<file path="src/rtl/lsu_pkg.sv">
// Shared types and constants for the load/store unit.
package lsu_pkg;

  typedef enum logic [1:0] {
    IDLE = 2'd0,
    REQ  = 2'd1,
    WB   = 2'd2
  } lsu_state_t;

  localparam logic [3:0] BE_WORD = 4'hF;
  localparam logic [3:0] BE_NONE = 4'h0;
  localparam logic [3:0] PC_IDX  = 4'd15;

endpackage

</file>
<file path="src/rtl/lsu_lane_align.sv">
// Byte-lane steering for both directions: byte enables, store replication, load extract.
// Purely combinational.
module lsu_lane_align
  import lsu_pkg::*;
(
  input  logic        is_byte,
  input  logic [1:0]  lane,
  input  logic [31:0] st_data,
  input  logic [31:0] rdata,
  output logic [3:0]  be,
  output logic [31:0] wdata,
  output logic [31:0] ld_data
);

  always_comb begin
    be      = is_byte ? (4'b0001 << lane) : BE_WORD;
    wdata   = is_byte ? {4{st_data[7:0]}} : st_data;
    ld_data = rdata;
    if (is_byte) begin
      unique case (lane)
        2'd0:    ld_data = {24'b0, rdata[7:0]};
        2'd1:    ld_data = {24'b0, rdata[15:8]};
        2'd2:    ld_data = {24'b0, rdata[23:16]};
        default: ld_data = {24'b0, rdata[31:24]};
      endcase
    end
  end

endmodule

</file>
<file path="src/rtl/load_store_unit.sv">
// One LDR/STR/LDRB/STRB access per command: IDLE -> REQ (wait mem_ready) -> WB.
// Defining LSU_TIMEOUT_EN aborts a REQ with err after TIMEOUT_CYCLES cycles without mem_ready.
module load_store_unit #(
  parameter int ADDR_W         = 32,
  parameter int TIMEOUT_CYCLES = 16
) (
  input  logic              clk,
  input  logic              rst,
  input  logic              start,
  input  logic              is_load,
  input  logic              is_byte,
  input  logic [ADDR_W-1:0] addr,
  input  logic [3:0]        rd_addr,
  input  logic [31:0]       str_data,
  output logic              mem_req,
  output logic              mem_we,
  output logic [ADDR_W-1:0] mem_addr,
  output logic [3:0]        mem_be,
  output logic [31:0]       mem_wdata,
  input  logic [31:0]       mem_rdata,
  input  logic              mem_ready,
  output logic [31:0]       w_data_ldr,
  output logic [3:0]        w_addr_ldr,
  output logic              w_en_ldr,
  output logic              busy,
  output logic              done,
  output logic              err
);

  import lsu_pkg::*;

  lsu_state_t        st_q, st_d;
  logic              ld_q, byte_q, err_q;
  logic [ADDR_W-1:0] addr_q;
  logic [3:0]        rd_q;
  logic [31:0]       sdata_q, ldr_q;
  logic [3:0]        be_w;
  logic [31:0]       wdata_w, ld_w;
  logic              misaligned, timeout;

  assign misaligned = !is_byte && (addr[1:0] != 2'b00);

  lsu_lane_align u_align (
    .is_byte (byte_q),
    .lane    (addr_q[1:0]),
    .st_data (sdata_q),
    .rdata   (mem_rdata),
    .be      (be_w),
    .wdata   (wdata_w),
    .ld_data (ld_w)
  );

`ifdef LSU_TIMEOUT_EN
  localparam int CNT_W = $clog2(TIMEOUT_CYCLES + 1);
  logic [CNT_W-1:0] cnt_q;

  // Cleared whenever we are not in REQ, so each entry starts from zero.
  always_ff @(posedge clk) begin
    if (rst || st_q != REQ) cnt_q <= '0;
    else                    cnt_q <= cnt_q + 1'b1;
  end

  assign timeout = (st_q == REQ) && !mem_ready &&
                   (cnt_q == CNT_W'(TIMEOUT_CYCLES - 1));
`else
  assign timeout = 1'b0;
`endif

  always_ff @(posedge clk) begin
    if (rst) st_q <= IDLE;
    else     st_q <= st_d;
  end

  always_comb begin
    st_d = st_q;
    unique case (st_q)
      IDLE:    if (start) st_d = misaligned ? WB : REQ;
      REQ:     if (mem_ready || timeout) st_d = WB;
      WB:      st_d = IDLE;
      default: st_d = IDLE;
    endcase
  end

  always_ff @(posedge clk) begin
    if (rst) begin
      ld_q    <= 1'b0;
      byte_q  <= 1'b0;
      err_q   <= 1'b0;
      addr_q  <= '0;
      rd_q    <= 4'd0;
      sdata_q <= 32'd0;
      ldr_q   <= 32'd0;
    end else begin
      if (st_q == IDLE && start) begin
        ld_q    <= is_load;
        byte_q  <= is_byte;
        addr_q  <= addr;
        rd_q    <= rd_addr;
        sdata_q <= str_data;
        err_q   <= misaligned;
      end
      // Load data is captured even for r15 so w_data_ldr always tracks the last load.
      if (st_q == REQ && mem_ready && ld_q) ldr_q <= ld_w;
      if (timeout) err_q <= 1'b1;
    end
  end

  always_comb begin
    mem_req   = 1'b0;
    mem_we    = 1'b0;
    mem_addr  = '0;
    mem_be    = BE_NONE;
    mem_wdata = 32'd0;
    done      = 1'b0;
    err       = 1'b0;
    w_en_ldr  = 1'b0;
    unique case (st_q)
      REQ: begin
        mem_req   = 1'b1;
        mem_we    = !ld_q;
        mem_addr  = {addr_q[ADDR_W-1:2], 2'b00};
        mem_be    = be_w;
        mem_wdata = wdata_w;
      end
      WB: begin
        done     = 1'b1;
        err      = err_q;
        w_en_ldr = ld_q && !err_q && (rd_q != PC_IDX);
      end
      default: ;
    endcase
  end

  assign busy       = (st_q != IDLE);
  assign w_data_ldr = ldr_q;
  assign w_addr_ldr = rd_q;

endmodule

</file>
<file path="config.mk">
export PLATFORM = sky130hd
export DESIGN_NAME = load_store_unit
export DESIGN_NICKNAME = d
export VERILOG_FILES = /design/src/rtl/lsu_pkg.sv /design/src/rtl/lsu_lane_align.sv /design/src/rtl/load_store_unit.sv
export SDC_FILE = /design/constraint.sdc
export NUM_CORES = 1
export LEC_CHECK = 0
export CORE_ASPECT_RATIO = 1.5
export CORE_MARGIN = 2
export CORE_UTILIZATION = 40
export CTS_CLUSTER_DIAMETER = 40
export DETAILED_ROUTE_END_ITERATION = 8
export PLACE_DENSITY = 0.83
export SYNTH_ARGS = -nofsm -noshare
export SYNTH_HDL_FRONTEND = slang
export SYNTH_SLANG_ARGS = --single-unit
export TNS_END_PERCENT = 50
</file>
<file path="constraint.sdc">
create_clock -name clk -period 4.1 [get_ports clk]
set_input_delay 1.025 -clock clk [delete_from_list [all_inputs] [get_ports clk]]
set_output_delay 1.025 -clock clk [all_outputs]
set_load 0.01 [all_outputs]
</file>
# --- Word-level counts from Yosys, hierarchy flattened ---
# Index checks and enable logic that the tools add are counted.
word_totals:
  register_bits: 105
  in_bits: 106
  output_inout_bits: 110
  word_cells: 46
op_classes:
  eq_ne: 7
  shift: 1
  mux: 16
  reduce_logical: 14
ops:
  columns: ["operator", "n"]
  rows:
  - ["$mux 32", 4]
  - ["$pmux 8 s3", 1]
  - ["$mux 4", 2]
  - ["$logic_and 1x1->1", 6]
  - ["$mux 2", 3]
  - ["$mux 1", 5]
  - ["$eq 2x1->1 const B", 2]
  - ["$eq 2x2->1 const B", 2]
  - ["$logic_not 2->1", 2]
  - ["$ne 2x2->1 const B", 2]
  - ["$ne 4x4->1 const B", 1]
  - ["$pmux 2 s2", 1]
  - ["$reduce_bool 2->1", 2]
  - ["$shl 1x2->4 const A", 1]
  - ["$logic_not 1->1", 3]
  - ["$reduce_and 2->1", 1]

# --- Depth between registers and ports, before layout ---
depth:
  depth_word: 5
  mapped_depth: 6
  depth_no_buf: 5

# --- Modules after synthesis ---
# A second synthesis with hierarchy kept.
hier_totals:
  cells_unflattened: 678
  hier_area_um2: 6019.5
modules_own_cells:
  columns: ["mod", "n_inst", "cells_per_inst", "area_per_inst_um2"]
  rows:
  - ["load_store_unit", 1, 540, 5228.8]
  - ["lsu_lane_align", 1, 138, 790.8]

# --- Least setup slack after synthesis ---
# Ideal clock, no wire load.
synth_path:
  path_type: "reg-to-output"
  from: "register st_q[1]"
  to: "output port mem_addr[12]"
  arrival_time_ns: 1.131
  required_time_ns: 3.075
  setup_slack_ns: 1.944
  path_stages_with_launch: 6
  path_cell_list: "dfxtp_1 > nand2b_1 > inv_1 > buf_2 > clkbuf_1 > and2_1"
synth_between:
  elab_chain_len: 2
synth_rtl:
  columns: ["element", "line", "source"]
  rows:
  - ["start: declaration", "load_store_unit.sv:32", "lsu_state_t st_q, st_d;"]
  - ["start signal: assignment", "load_store_unit.sv:71", "else st_q <= st_d;"]
  - ["$eq 2x1->1", "load_store_unit.sv:117", "unique case (st_q)"]
  - ["$mux 32", "load_store_unit.sv:117", null]
  - ["end: declaration", "load_store_unit.sv:17", "output logic [ADDR_W-1:0] mem_addr,"]
# Every way passes these cells.

# --- Worst setup path after layout ---
layout_path:
  from: "register st_q[1]"
  to: "output port mem_addr[30]"
# The elaborated chain is that of the path after synthesis.

==> impl_metrics.ini <==
[worst_hold_path]
hold_path.class = reg2reg
hold_depth = 2

[clock_network]
clock_latency_ns = 0.34
htreeDepth = 3
post_cts_buffers = 0
cts.clk_slew.worst_paths_ns = 0.06
postCtsHoldBufs = 0
cts_buffers = 9
cts_tree = done
cts_buffer_depth = 2
clock-sinks = 105
cts-root-buf = clkbuf_16
post_cts_resized = 0

[final_layout]
nets = 920
final_cell_mix = clkdlybuf4s50_1 (212), nand2_1 (176), a21oi_1 (123)
final_common_cell = clkdlybuf4s50_1
area_delta_synth_final_pct = 51.4
antennaDiodeCount = 0
fillers = 1011
drive_gt1_frac = 0.0366

[worst_setup_path]
crit_type = reg2out
cp_slowest_cell = clkdlybuf4s50_1
critPathArrivalTime_ns = 2.23
critPathLaunchType = flop
cp.required_ns = 3.07
ff2ff_path_depth = 5
crit_chain = nand2b_1 -> inv_1 -> buf_4 -> and2_1 -> clkdlybuf4s50_1
crit_fanout = 19
critPathCaptureType = primary output
cpPeakStageDelay_ns = 0.53

[floorplanning]
die_h_um = 138
rows = 48
io_pins = 216
dieArea_mm2 = 0.0129
die-width_um = 93.2
coreArea_mm2 = 0.0116
initial_core_util = 0.412

[timing]
max-slew-margin-rel = 0.305
clock_skew_ns = 0.00760
period_share = 0.793
max_slew.worst_pin.slew_ns = 1.04
min_period_ns = 3.25
finalSetupViolCount = 0
hold_violations = 0
fmax_mhz = 307
rsz0062_at_grt = false
fin_tns_setup_ns = 0
drv_slew = 0

[yosys]
synthTopCellsByArea = dfxtp_1 (44%), nand2_1 (14%), a21oi_1 (13%)
synth_top_area_share = 0.440
synth_edf_count = 0
async_flop_share = 0
synth_flop_cell = dfxtp_1
synth-seq-area-share = 0.440
synth_top_area_cell = dfxtp_1
yosys_warnings = 0
syn-instance-count = 636
synth.distinct_cells = 29
synth.avg_cell_area_um2 = 7.51
syn_area_mm2 = 0.00478
ys_seq_elements = 105

[grt]
grt_max_degree = 62
grt_pass1_vias = 4401
grt_overflow = 0
grt_pass1_wl_um = 22400
antenna_found_initial = 0
grt_use_total = 0.223

[power_and_ir_drop]
pwr-share-seq = 0.459
p_total_w = 0.00242
clockPowerShare = 0.385
combPwrFrac = 0.156
cellLeakagePower_nw = 2.57
p_per_area_mw_per_mm2 = 334
power_switching_share = 0.246
p_switching_w = 0.000593
p_int_w = 0.00182
ir_drop_mv = 0.215

[routing]
vias = 4880
wirelength_um = 15000
drt_first_pass_iters = 5
wl_per_cell_um = 15.5
first_iter_violations = 226
vias_per_cell = 5.04
drtAntennaViolNets = 0
drcViolationCount = 0

[place]
globalplace.congestion = 0.861
dpl.hpwl_um = 10600
portBuffers = 213

[outcome]
outcome = complete, no violations

[flow_run]
max_cap_viol_count = 0
-- layout make-up --
class	count	area, um^2	share of cell area
Clock inverter	4	76.3	0.0106
Timing Repair Buffer	224	2220	0.308
Clock buffer	12	246	0.0341
Sequential cell	105	2100	0.291
Inverter	9	33.8	0.00467
Tap cell	150	188	0.0260
Multi-Input combinational cell	465	2360	0.326
-- synth_stat cells, types with 2 or more instances --
cell type	count
nand2_1	176
o21ai_1	7
nor2_1	13
a21oi_1	123
and4b_1	2
dfxtp_1	105
mux2i_1	8
o21ai_0	7
and2_1	39
buf_2	21
a221oi_1	7
clkbuf_1	24
buf_4	12
nand3b_1	31
nor3_1	8
nor2b_1	3
nand2b_1	29
inv_1	9
nand3_1	2
-- power by group through the flow --
stage                     logic, W  clock network [W]  registers (W)
after global placement    0.000374                  0        0.00113
after detailed placement  0.000378                  0        0.00113
after global routing      0.000410           0.000992        0.00112
after floorplan           0.000198                  0        0.00112
final                     0.000378           0.000929        0.00111
after CTS                 0.000380           0.000943        0.00111
-- logic make-up after synthesis --
| logic type | count (synthesis) | synth area share |
|---|---|---|
| buffers and inverters | 67 | 0.0691 |
| muxes | 8 | 0.0168 |
| and+or+nand+nor | 306 | 0.309 |
| DFF | 105 | 0.440 |
| AOI/OAI and AO/OA | 149 | 0.164 |
| other | 1 | 0.000785 |
-- per-layer routing --
layer,up-vias,global-route usage,wire length [um]
met5,-,0,0
met4,0,0.0891,486
met3,28,0.0525,894
met2,173,0.394,7750
met1,2244,0.257,5870
li1,2435,-,-
-- sequential cells by signal (all words and copies together) (netlist names) --
signal / flops
w_addr_ldr: 4
st_q: 2
ld_q: 1
sdata_q: 32
byte_q: 1
err_q: 1
addr_q: 32
w_data_ldr: 32
-- worst paths after layout --
kind                                              start                     endpoint  slack [ns]
worst max-delay path               st_q[1]$_SDFFE_PP0P_                 mem_addr[30]        0.85
worst min-delay path            addr_q[21]$_SDFFE_PP0P_      addr_q[21]$_SDFFE_PP0P_        0.45
worst max register to register     st_q[1]$_SDFFE_PP0P_  w_data_ldr[21]$_SDFFE_PP0P_        1.78
worst min register to register  addr_q[21]$_SDFFE_PP0P_      addr_q[21]$_SDFFE_PP0P_        0.45
-- worst max-delay path, delay by kind of cell (launching register included) --
kind                   cells  cell delay [ns]
and+or+nand+nor            2             0.32
buffers and inverters      3             1.19
DFF                        1             0.37
-- stage by stage --
step / hold slack (ns) / instances / setup slack [ns] / util / cell area (um^2)
after floorplan: 0.432 / 637 / 1.94 / - / 4780
final: 0.449 / 969 / 0.847 / 0.624 / 7230
after global routing: 0.469 / 969 / 0.691 / 0.624 / 7230
after detailed placement: 0.443 / 953 / 1.14 / 0.596 / 6910
after CTS: 0.451 / 969 / 0.804 / 0.624 / 7230
after global placement: 0.438 / 953 / 1.15 / 0.596 / 6910
Power figures use the tool's default switching activity.
